`src/rtl/ag_uart_cmd_rx.sv`:
```
// ---------------------------------------------------------------------------
// ag_uart_cmd_rx
// UART 8N1 receiver plus 3-byte command-frame decoder (sync, cmd, checksum).
// A good frame updates the held override / crop-profile registers.
//
// Ports:
//   clk          system clock
//   rst_n        asynchronous active-low reset
//   ena          global enable; when low, all state and outputs hold and
//                strobes read as 0
//   uart_rx      asynchronous serial input, idle high
//   rx_data      last correctly framed byte
//   rx_valid     1-cycle strobe, rx_data updated
//   frame_err    1-cycle strobe, stop bit sampled low
//   cmd_valid    1-cycle strobe, good frame applied
//   cmd_err      1-cycle strobe, bad checksum / reserved bits / abort
//   cmd_override held override bit from the last good frame
//   cmd_crop     held crop profile from the last good frame
// ---------------------------------------------------------------------------
`timescale 1ns/1ps
module ag_uart_cmd_rx #(
    parameter int         CLKS_PER_BIT = 217,
    parameter int         TIMEOUT_CLKS = 25000,
    parameter logic [7:0] SYNC_BYTE    = 8'hA5,
    parameter logic [7:0] CHK_KEY      = 8'h5A
) (
    input  logic       clk,
    input  logic       rst_n,
    input  logic       ena,
    input  logic       uart_rx,
    output logic [7:0] rx_data,
    output logic       rx_valid,
    output logic       frame_err,
    output logic       cmd_valid,
    output logic       cmd_err,
    output logic       cmd_override,
    output logic [1:0] cmd_crop
);
    localparam int BCNT_W = $clog2(CLKS_PER_BIT);
    localparam int TMR_W  = $clog2(TIMEOUT_CLKS + 1);
    localparam logic [BCNT_W-1:0] BIT_LAST  = BCNT_W'(CLKS_PER_BIT - 1);
    localparam logic [BCNT_W-1:0] HALF_LAST = BCNT_W'(CLKS_PER_BIT / 2 - 1);
    localparam logic [TMR_W-1:0]  TMR_MAX   = TMR_W'(TIMEOUT_CLKS);

    typedef enum logic [2:0] {RX_IDLE, RX_START, RX_DATA, RX_STOP, RX_BREAK} rx_state_t;
    typedef enum logic [1:0] {P_HUNT, P_CMD, P_CHK} p_state_t;

    logic              r_sync1, r_sync2;
    rx_state_t         r_rx_state, w_rx_state_nxt;
    logic [BCNT_W-1:0] r_bcnt, w_bcnt_nxt;
    logic [2:0]        r_bidx, w_bidx_nxt;
    logic [7:0]        r_shift, w_shift_nxt;
    logic              w_byte_ok, w_byte_bad;
    logic [7:0]        r_rx_data;
    logic              r_rx_valid, r_frame_err;

    p_state_t          r_p_state, w_p_state_nxt;
    logic [7:0]        r_cmd_byte, w_cmd_byte_nxt;
    logic [TMR_W-1:0]  r_tmr, w_tmr_nxt;
    logic              w_good, w_bad;
    logic              r_cmd_valid, r_cmd_err, r_cmd_override;
    logic [1:0]        r_cmd_crop;

    // Receiver next-state: bit timing, start-bit validation, shift and stop check
    always_comb begin
        w_rx_state_nxt = r_rx_state;
        w_bcnt_nxt     = r_bcnt;
        w_bidx_nxt     = r_bidx;
        w_shift_nxt    = r_shift;
        w_byte_ok      = 1'b0;
        w_byte_bad     = 1'b0;
        case (r_rx_state)
            RX_IDLE: begin
                w_bcnt_nxt = '0;
                if (!r_sync2) w_rx_state_nxt = RX_START;
                else          w_rx_state_nxt = RX_IDLE;
            end
            RX_START: begin
                // Mid-start-bit sample: a line already back high was a glitch
                if (r_bcnt == HALF_LAST) begin
                    w_bcnt_nxt = '0;
                    w_bidx_nxt = 3'd0;
                    if (!r_sync2) w_rx_state_nxt = RX_DATA;
                    else          w_rx_state_nxt = RX_IDLE;
                end else begin
                    w_bcnt_nxt = r_bcnt + BCNT_W'(1);
                end
            end
            RX_DATA: begin
                if (r_bcnt == BIT_LAST) begin
                    w_bcnt_nxt  = '0;
                    w_shift_nxt = {r_sync2, r_shift[7:1]};
                    if (r_bidx == 3'd7) w_rx_state_nxt = RX_STOP;
                    else                w_bidx_nxt     = r_bidx + 3'd1;
                end else begin
                    w_bcnt_nxt = r_bcnt + BCNT_W'(1);
                end
            end
            RX_STOP: begin
                if (r_bcnt == BIT_LAST) begin
                    w_bcnt_nxt = '0;
                    if (r_sync2) begin
                        w_byte_ok      = 1'b1;
                        w_rx_state_nxt = RX_IDLE;
                    end else begin
                        w_byte_bad     = 1'b1;
                        w_rx_state_nxt = RX_BREAK;
                    end
                end else begin
                    w_bcnt_nxt = r_bcnt + BCNT_W'(1);
                end
            end
            RX_BREAK: begin
                // Held-low line: wait for idle before hunting a new start bit
                if (r_sync2) w_rx_state_nxt = RX_IDLE;
                else         w_rx_state_nxt = RX_BREAK;
            end
            default: begin
                w_rx_state_nxt = RX_IDLE;
                w_bcnt_nxt     = '0;
            end
        endcase
    end

    // Parser next-state: frame sequencing, checksum check and inter-byte timeout
    always_comb begin
        w_p_state_nxt  = r_p_state;
        w_cmd_byte_nxt = r_cmd_byte;
        w_tmr_nxt      = r_tmr;
        w_good         = 1'b0;
        w_bad          = 1'b0;
        if (r_p_state == P_HUNT) begin
            w_tmr_nxt = '0;
            if (r_rx_valid && (r_rx_data == SYNC_BYTE)) w_p_state_nxt = P_CMD;
            else                                        w_p_state_nxt = P_HUNT;
        end else if (r_frame_err) begin
            w_p_state_nxt = P_HUNT;
            w_tmr_nxt     = '0;
            w_bad         = 1'b1;
        end else if (r_rx_valid) begin
            w_tmr_nxt = '0;
            case (r_p_state)
                P_CMD: begin
                    // A second sync byte here is command data, no resync
                    w_cmd_byte_nxt = r_rx_data;
                    w_p_state_nxt  = P_CHK;
                end
                P_CHK: begin
                    w_p_state_nxt = P_HUNT;
                    if ((r_rx_data == (r_cmd_byte ^ CHK_KEY)) && (r_cmd_byte[7:3] == 5'd0))
                        w_good = 1'b1;
                    else
                        w_bad  = 1'b1;
                end
                default: w_p_state_nxt = P_HUNT;
            endcase
        end else if (r_tmr == TMR_MAX) begin
            w_p_state_nxt = P_HUNT;
            w_tmr_nxt     = '0;
            w_bad         = 1'b1;
        end else begin
            w_tmr_nxt = r_tmr + TMR_W'(1);
        end
    end

    // State and output registers; everything freezes while ena is low
    always_ff @(posedge clk or negedge rst_n) begin
        if (!rst_n) begin
            r_sync1        <= 1'b1;
            r_sync2        <= 1'b1;
            r_rx_state     <= RX_IDLE;
            r_bcnt         <= '0;
            r_bidx         <= 3'd0;
            r_shift        <= 8'd0;
            r_rx_data      <= 8'd0;
            r_rx_valid     <= 1'b0;
            r_frame_err    <= 1'b0;
            r_p_state      <= P_HUNT;
            r_cmd_byte     <= 8'd0;
            r_tmr          <= '0;
            r_cmd_valid    <= 1'b0;
            r_cmd_err      <= 1'b0;
            r_cmd_override <= 1'b0;
            r_cmd_crop     <= 2'd0;
        end else if (ena) begin
            r_sync1     <= uart_rx;
            r_sync2     <= r_sync1;
            r_rx_state  <= w_rx_state_nxt;
            r_bcnt      <= w_bcnt_nxt;
            r_bidx      <= w_bidx_nxt;
            r_shift     <= w_shift_nxt;
            r_rx_valid  <= w_byte_ok;
            r_frame_err <= w_byte_bad;
            if (w_byte_ok) r_rx_data <= r_shift;
            r_p_state   <= w_p_state_nxt;
            r_cmd_byte  <= w_cmd_byte_nxt;
            r_tmr       <= w_tmr_nxt;
            r_cmd_valid <= w_good;
            r_cmd_err   <= w_bad;
            if (w_good) begin
                r_cmd_override <= r_cmd_byte[0];
                r_cmd_crop     <= r_cmd_byte[2:1];
            end
        end
    end

    // Strobes are held across an ena-low stretch (so the parser does not lose
    // a byte) but masked so they only show once the block is running again.
    assign rx_data      = r_rx_data;
    assign rx_valid     = r_rx_valid  & ena;
    assign frame_err    = r_frame_err & ena;
    assign cmd_valid    = r_cmd_valid & ena;
    assign cmd_err      = r_cmd_err   & ena;
    assign cmd_override = r_cmd_override;
    assign cmd_crop     = r_cmd_crop;
endmodule

```
`config.mk`:
```
export PLATFORM = sky130hd
export DESIGN_NAME = ag_uart_cmd_rx
export DESIGN_NICKNAME = d
export VERILOG_FILES = /design/src/rtl/ag_uart_cmd_rx.sv
export SDC_FILE = /design/constraint.sdc
export NUM_CORES = 1
export LEC_CHECK = 0
export CORE_UTILIZATION = 65
export CTS_BUF_LIST = sky130_fd_sc_hd__clkbuf_4 sky130_fd_sc_hd__clkbuf_8
export DETAILED_ROUTE_END_ITERATION = 12
export PLACE_DENSITY_LB_ADDON = 0.12
export SLEW_MARGIN = 20
export SYNTH_ARGS = -nofsm -noshare
export SYNTH_HDL_FRONTEND = slang
export SYNTH_SLANG_ARGS = --single-unit
```
`constraint.sdc`:
```
create_clock -name clk -period 4.26 [get_ports clk]
set_input_delay 0.852 -clock clk [delete_from_list [all_inputs] [get_ports clk]]
set_output_delay 0.852 -clock clk [all_outputs]
set_load 0.01 [all_outputs]
```
==> tab_implementation.tex <==
\begin{tabular}{lr}
\hline
Metric & Value \\
\hline
\multicolumn{2}{l}{\textbf{GRT}} \\
\quad Via count of the first global-routing pass & 2345 \\
\quad Largest net degree at the start of global routing & 43 \\
\quad Antenna violations before repair & 0 \\
\quad First-pass GRT wire length & 11000 um \\
\quad GRT Resource Usage Total & 27.8\% \\
\quad Grt total ovfl & 0 \\
\multicolumn{2}{l}{\textbf{Synthesis}} \\
\quad Fraction of synthesis flops using an asynchronous set or reset pin & 100\% \\
\quad Top FF cell, synth & dfrtp\_1 \\
\quad Post-synthesis area per instance & 11.2 um\^{}2 \\
\quad Dominant cells by area after synthesis & dfrtp\_1 48\%, mux2\_2 10\%, o21ai\_0 2.5\% \\
\quad Share of synthesized cell area in and, or, nand and nor gates & 19.8\% \\
\quad Xor and xnor area share after synthesis & 2.69\% \\
\quad Number of different library cells in the post-synthesis netlist & 58 \\
\quad Compound-cell area share of the yosys netlist & 11.7\% \\
\quad Post-synth EDFFs & 0 \\
\quad Synthesized instance count & 292 \\
\quad Cell area after technology mapping & 3260 um\^{}2 \\
\quad Synthesis warning total & 0 \\
\quad Post-synthesis adder-cell area fraction & 2.30\% \\
\quad Cell type with the largest total area after synthesis & dfrtp\_1 \\
\quad Yosys reg bits & 64 \\
\quad Fraction of the yosys area taken by sequential cells & 49.2\% \\
\quad Largest family of logic cells by synthesized area & simple AND/OR/NAND/NOR gates \\
\quad Multiplexer share of the synthesized area & 11.7\% \\
\quad Syn\_nets & 302 \\
\quad Proportion of netlist area held by the largest area contributor & 47.6\% \\
\multicolumn{2}{l}{\textbf{Clock tree}} \\
\quad Count of buffers added by post-CTS timing repair for setup & 0 \\
\quad Clock latency reported for the late side of the worst-skew pair & 340 ps \\
\quad Clk Tree Root Cell & clkbuf\_8 \\
\quad CTS tree & yes \\
\quad Cells resized by post-CTS repair & 0 \\
\quad Clock tree buffer depth & 2 \\
\quad Clock tree sinks & 64 \\
\quad Number of buffers added to fix hold violations after cts & 0 \\
\quad Clock-pin slew on the worst setup and hold paths & 70 ps \\
\quad Maximum level of the CTS H-tree & 3 \\
\quad Total clock buffers created by CTS & 9 \\
\multicolumn{2}{l}{\textbf{Placement}} \\
\quad Final HPWL from detailed placement & 4090 um \\
\quad Placed cell areas & 3500 um\^{}2 \\
\quad Final Wtd Congestion & 0.849 \\
\quad Number of port buffers & 18 \\
\multicolumn{2}{l}{\textbf{Die}} \\
\quad Height of the die & 72.8 um \\
\quad Number of placement rows & 25 \\
\quad CORE AREA & 4790 um\^{}2 \\
\quad Initial core utilization & 68.1\% \\
\quad Die width & 72.8 um \\
\quad Number of ports placed on the die boundary & 19 \\
\quad Die footprint & 5300 um\^{}2 \\
\multicolumn{2}{l}{\textbf{STA}} \\
\quad Transition at the pin with the smallest max-transition slack & 1030 ps \\
\quad Final hold violation count & 0 \\
\quad Pins Over Slew Limit & 0 \\
\quad Fin Setup TNS & 0 ps \\
\quad Shortest period the worst path allows & 2980 ps \\
\quad Normalized max-slew margin & 31.3\% \\
\quad WHS & 510 ps \\
\quad Setup repair after global routing missed its margin & false \\
\quad Period utilisation layout & 69.9\% \\
\quad Clock tree skew after final layout & 8.00 ps \\
\quad Final number of setup-violating endpoints & 0 \\
\quad Top achievable clock speed & 0.336 GHz \\
\multicolumn{2}{l}{\textbf{Worst setup path}} \\
\quad Number of cells on the worst reg-to-reg path & 4 \\
\quad CP required & 3410 ps \\
\quad Arrival time at the worst endpoint & 2130 ps \\
\quad Kind of end point of the critical path & output pin \\
\quad Sort of element at the start of the critical path & input pin \\
\quad Category of the critical setup timing path & in -> out \\
\quad Largest fanout of any net on the critical path & 7 \\
\multicolumn{2}{l}{\textbf{Hold path}} \\
\quad Class of the tightest hold or removal check & reg -> reg \\
\quad Worst Hold Path Cells & 1 \\
\multicolumn{2}{l}{\textbf{Cells and area}} \\
\quad Multi-input logic area & 1570 um\^{}2 \\
\quad Final core utilization & 78.1\% \\
\quad Final \#Nets & 325 \\
\quad Area growth, synth to finish & 14.6\% \\
\quad Post-route cell area & 3740 um\^{}2 \\
\quad Fraction of layout cells with a size suffix above 1 & 20.6\% \\
\quad Combined flip-flop and latch cell area & 1600 um\^{}2 \\
\quad Fill cells & 308 \\
\quad Antenna fix cells & 0 \\
\multicolumn{2}{l}{\textbf{Route}} \\
\quad Number of DRC violations after detailed-routing iteration 0 & 149 \\
\quad Post-route antenna net violation count & 0 \\
\quad Vias after detailed routing & 2360 \\
\quad DRC viols & 0 \\
\quad Total Wirelength & 6490 um \\
\quad Post-detailed-route via-to-cell ratio & 6.10 \\
\quad Detail-routed net length per standard cell & 16.8 um \\
\quad Length of the first detailed-routing pass in iterations & 5 \\
\multicolumn{2}{l}{\textbf{Power and ir drop}} \\
\quad LEAKAGE & 1.65 nW \\
\quad PnR Total Power & 1.43 mW \\
\quad Max IR drop VDD & 0.326 mV \\
\quad Pwr/cell area & 382 nW/um\^{}2 \\
\multicolumn{2}{l}{\textbf{Run}} \\
\quad Max-cap viol count & 0 \\
\multicolumn{2}{l}{\textbf{Status}} \\
\quad Outcome & finished, final reports clean \\
\hline
\end{tabular}
sequential cells by signal (all words and copies together), names as in the netlist:
register	cells
r_tmr	15
r_bcnt	8
r_cmd_byte	8
r_shift	8
rx_data	8
r_bidx	3
r_rx_state	3
cmd_crop	2
r_p_state	2
cmd_override	1
r_cmd_err	1
r_cmd_valid	1
r_frame_err	1
r_rx_valid	1
r_sync1	1
r_sync2	1
synthesized netlist by cell type, types with 5 or more instances:
cell / instances
xor2_1: 7
mux2_2: 29
a21oi_1: 8
o211ai_1: 6
clkbuf_1: 6
nand2_1: 13
ha_1: 6
or3_1: 5
and3_1: 5
nor2_1: 18
o21ai_0: 16
dfrtp_1: 62
nand3_1: 11
inv_1: 12
o31ai_1: 5
final cells by class:
class	instances	share of cell area (%)
multi-input combinational	207	42.1
sequential	64	42.9
clock inverter	5	2.31
tap	67	2.24
timing repair buffer	20	5.09
clock buffer	11	4.05
inverter	13	1.31
worst max-delay path, cell delays in order:
cell and delay (ps):
clkdlybuf4s50_1 560, nand2_1 120, inv_1 70, clkdlybuf4s50_1 520
metrics by stage:
stage,std cells,setup WS [ps]
after global routing,387,1180
after floorplan,292,1580
after global placement,371,1290
after CTS,387,1270
final,387,1280
after detailed placement,371,1280
power breakdown:
| part | internal (mW) | switching [mW] |
|---|---|---|
| clock | 0.367 | 0.252 |
| sequential | 0.639 | 0.0416 |
| combinational | 0.0555 | 0.0737 |
| total | 1.06 | 0.367 |
routing by layer:
metal / vias up / part of all wire (%) / GRT usage, %
met5: - / 0 / 0
met1: 1164 / 46 / 37.2
met2: 63 / 48 / 43.2
li1: 1124 / - / -
met3: 9 / 4.4 / 7.04
met4: 0 / 1.3 / 11.8
cells by family after synthesis:
logic type / after synthesis
AOI/OAI and AO/OA: 55
xor gates and xnor gates: 10
adders and majority gates: 6
buffers and inverters: 21
DFF: 64
muxes: 33
and+or+nand+nor: 103
worst paths after layout:
check | startpoint | endpoint | slack (ps)
worst max-delay path | ena | rx_valid | 1280
worst min-delay path | r_shift[0]$_DFFE_PN0P_ | rx_data[0]$_DFFE_PN0P_ | 510
worst max register to register | r_tmr[11]$_DFFE_PN0P_ | r_p_state[0]$_DFFE_PN0P_ | 1730
worst min register to register | r_shift[0]$_DFFE_PN0P_ | rx_data[0]$_DFFE_PN0P_ | 510
max in group asynchronous | rst_n | r_sync2$_DFFE_PN1P_ | 2720
min in group asynchronous | rst_n | r_tmr[11]$_DFFE_PN0P_ | 640
placed cells by master (no fill, tap or decap), drive strengths merged, types with 3 or more instances in the layout:
| cell | count |
|---|---|
| nor4 | 3 |
| o31ai | 5 |
| a22o | 3 |
| or3 | 5 |
| inv | 15 |
| nand2 | 13 |
| nor4b | 3 |
| clkbuf | 11 |
| xnor2 | 3 |
| clkdlybuf4s50 | 17 |
| nand4b | 3 |
| xor2 | 7 |
| nand2b | 4 |
| and4 | 3 |
| ha | 6 |
| buf | 3 |
| nor2b | 4 |
| and3 | 5 |
| o21bai | 3 |
| dfrtp | 62 |
| nand3 | 11 |
| o211ai | 6 |
| and2 | 4 |
| o21ai | 16 |
| mux2 | 32 |
| nor2 | 18 |
| a21oi | 8 |
| or4 | 3 |
| nand4 | 4 |
| nor3 | 5 |
Power figures use the tool's default switching activity.
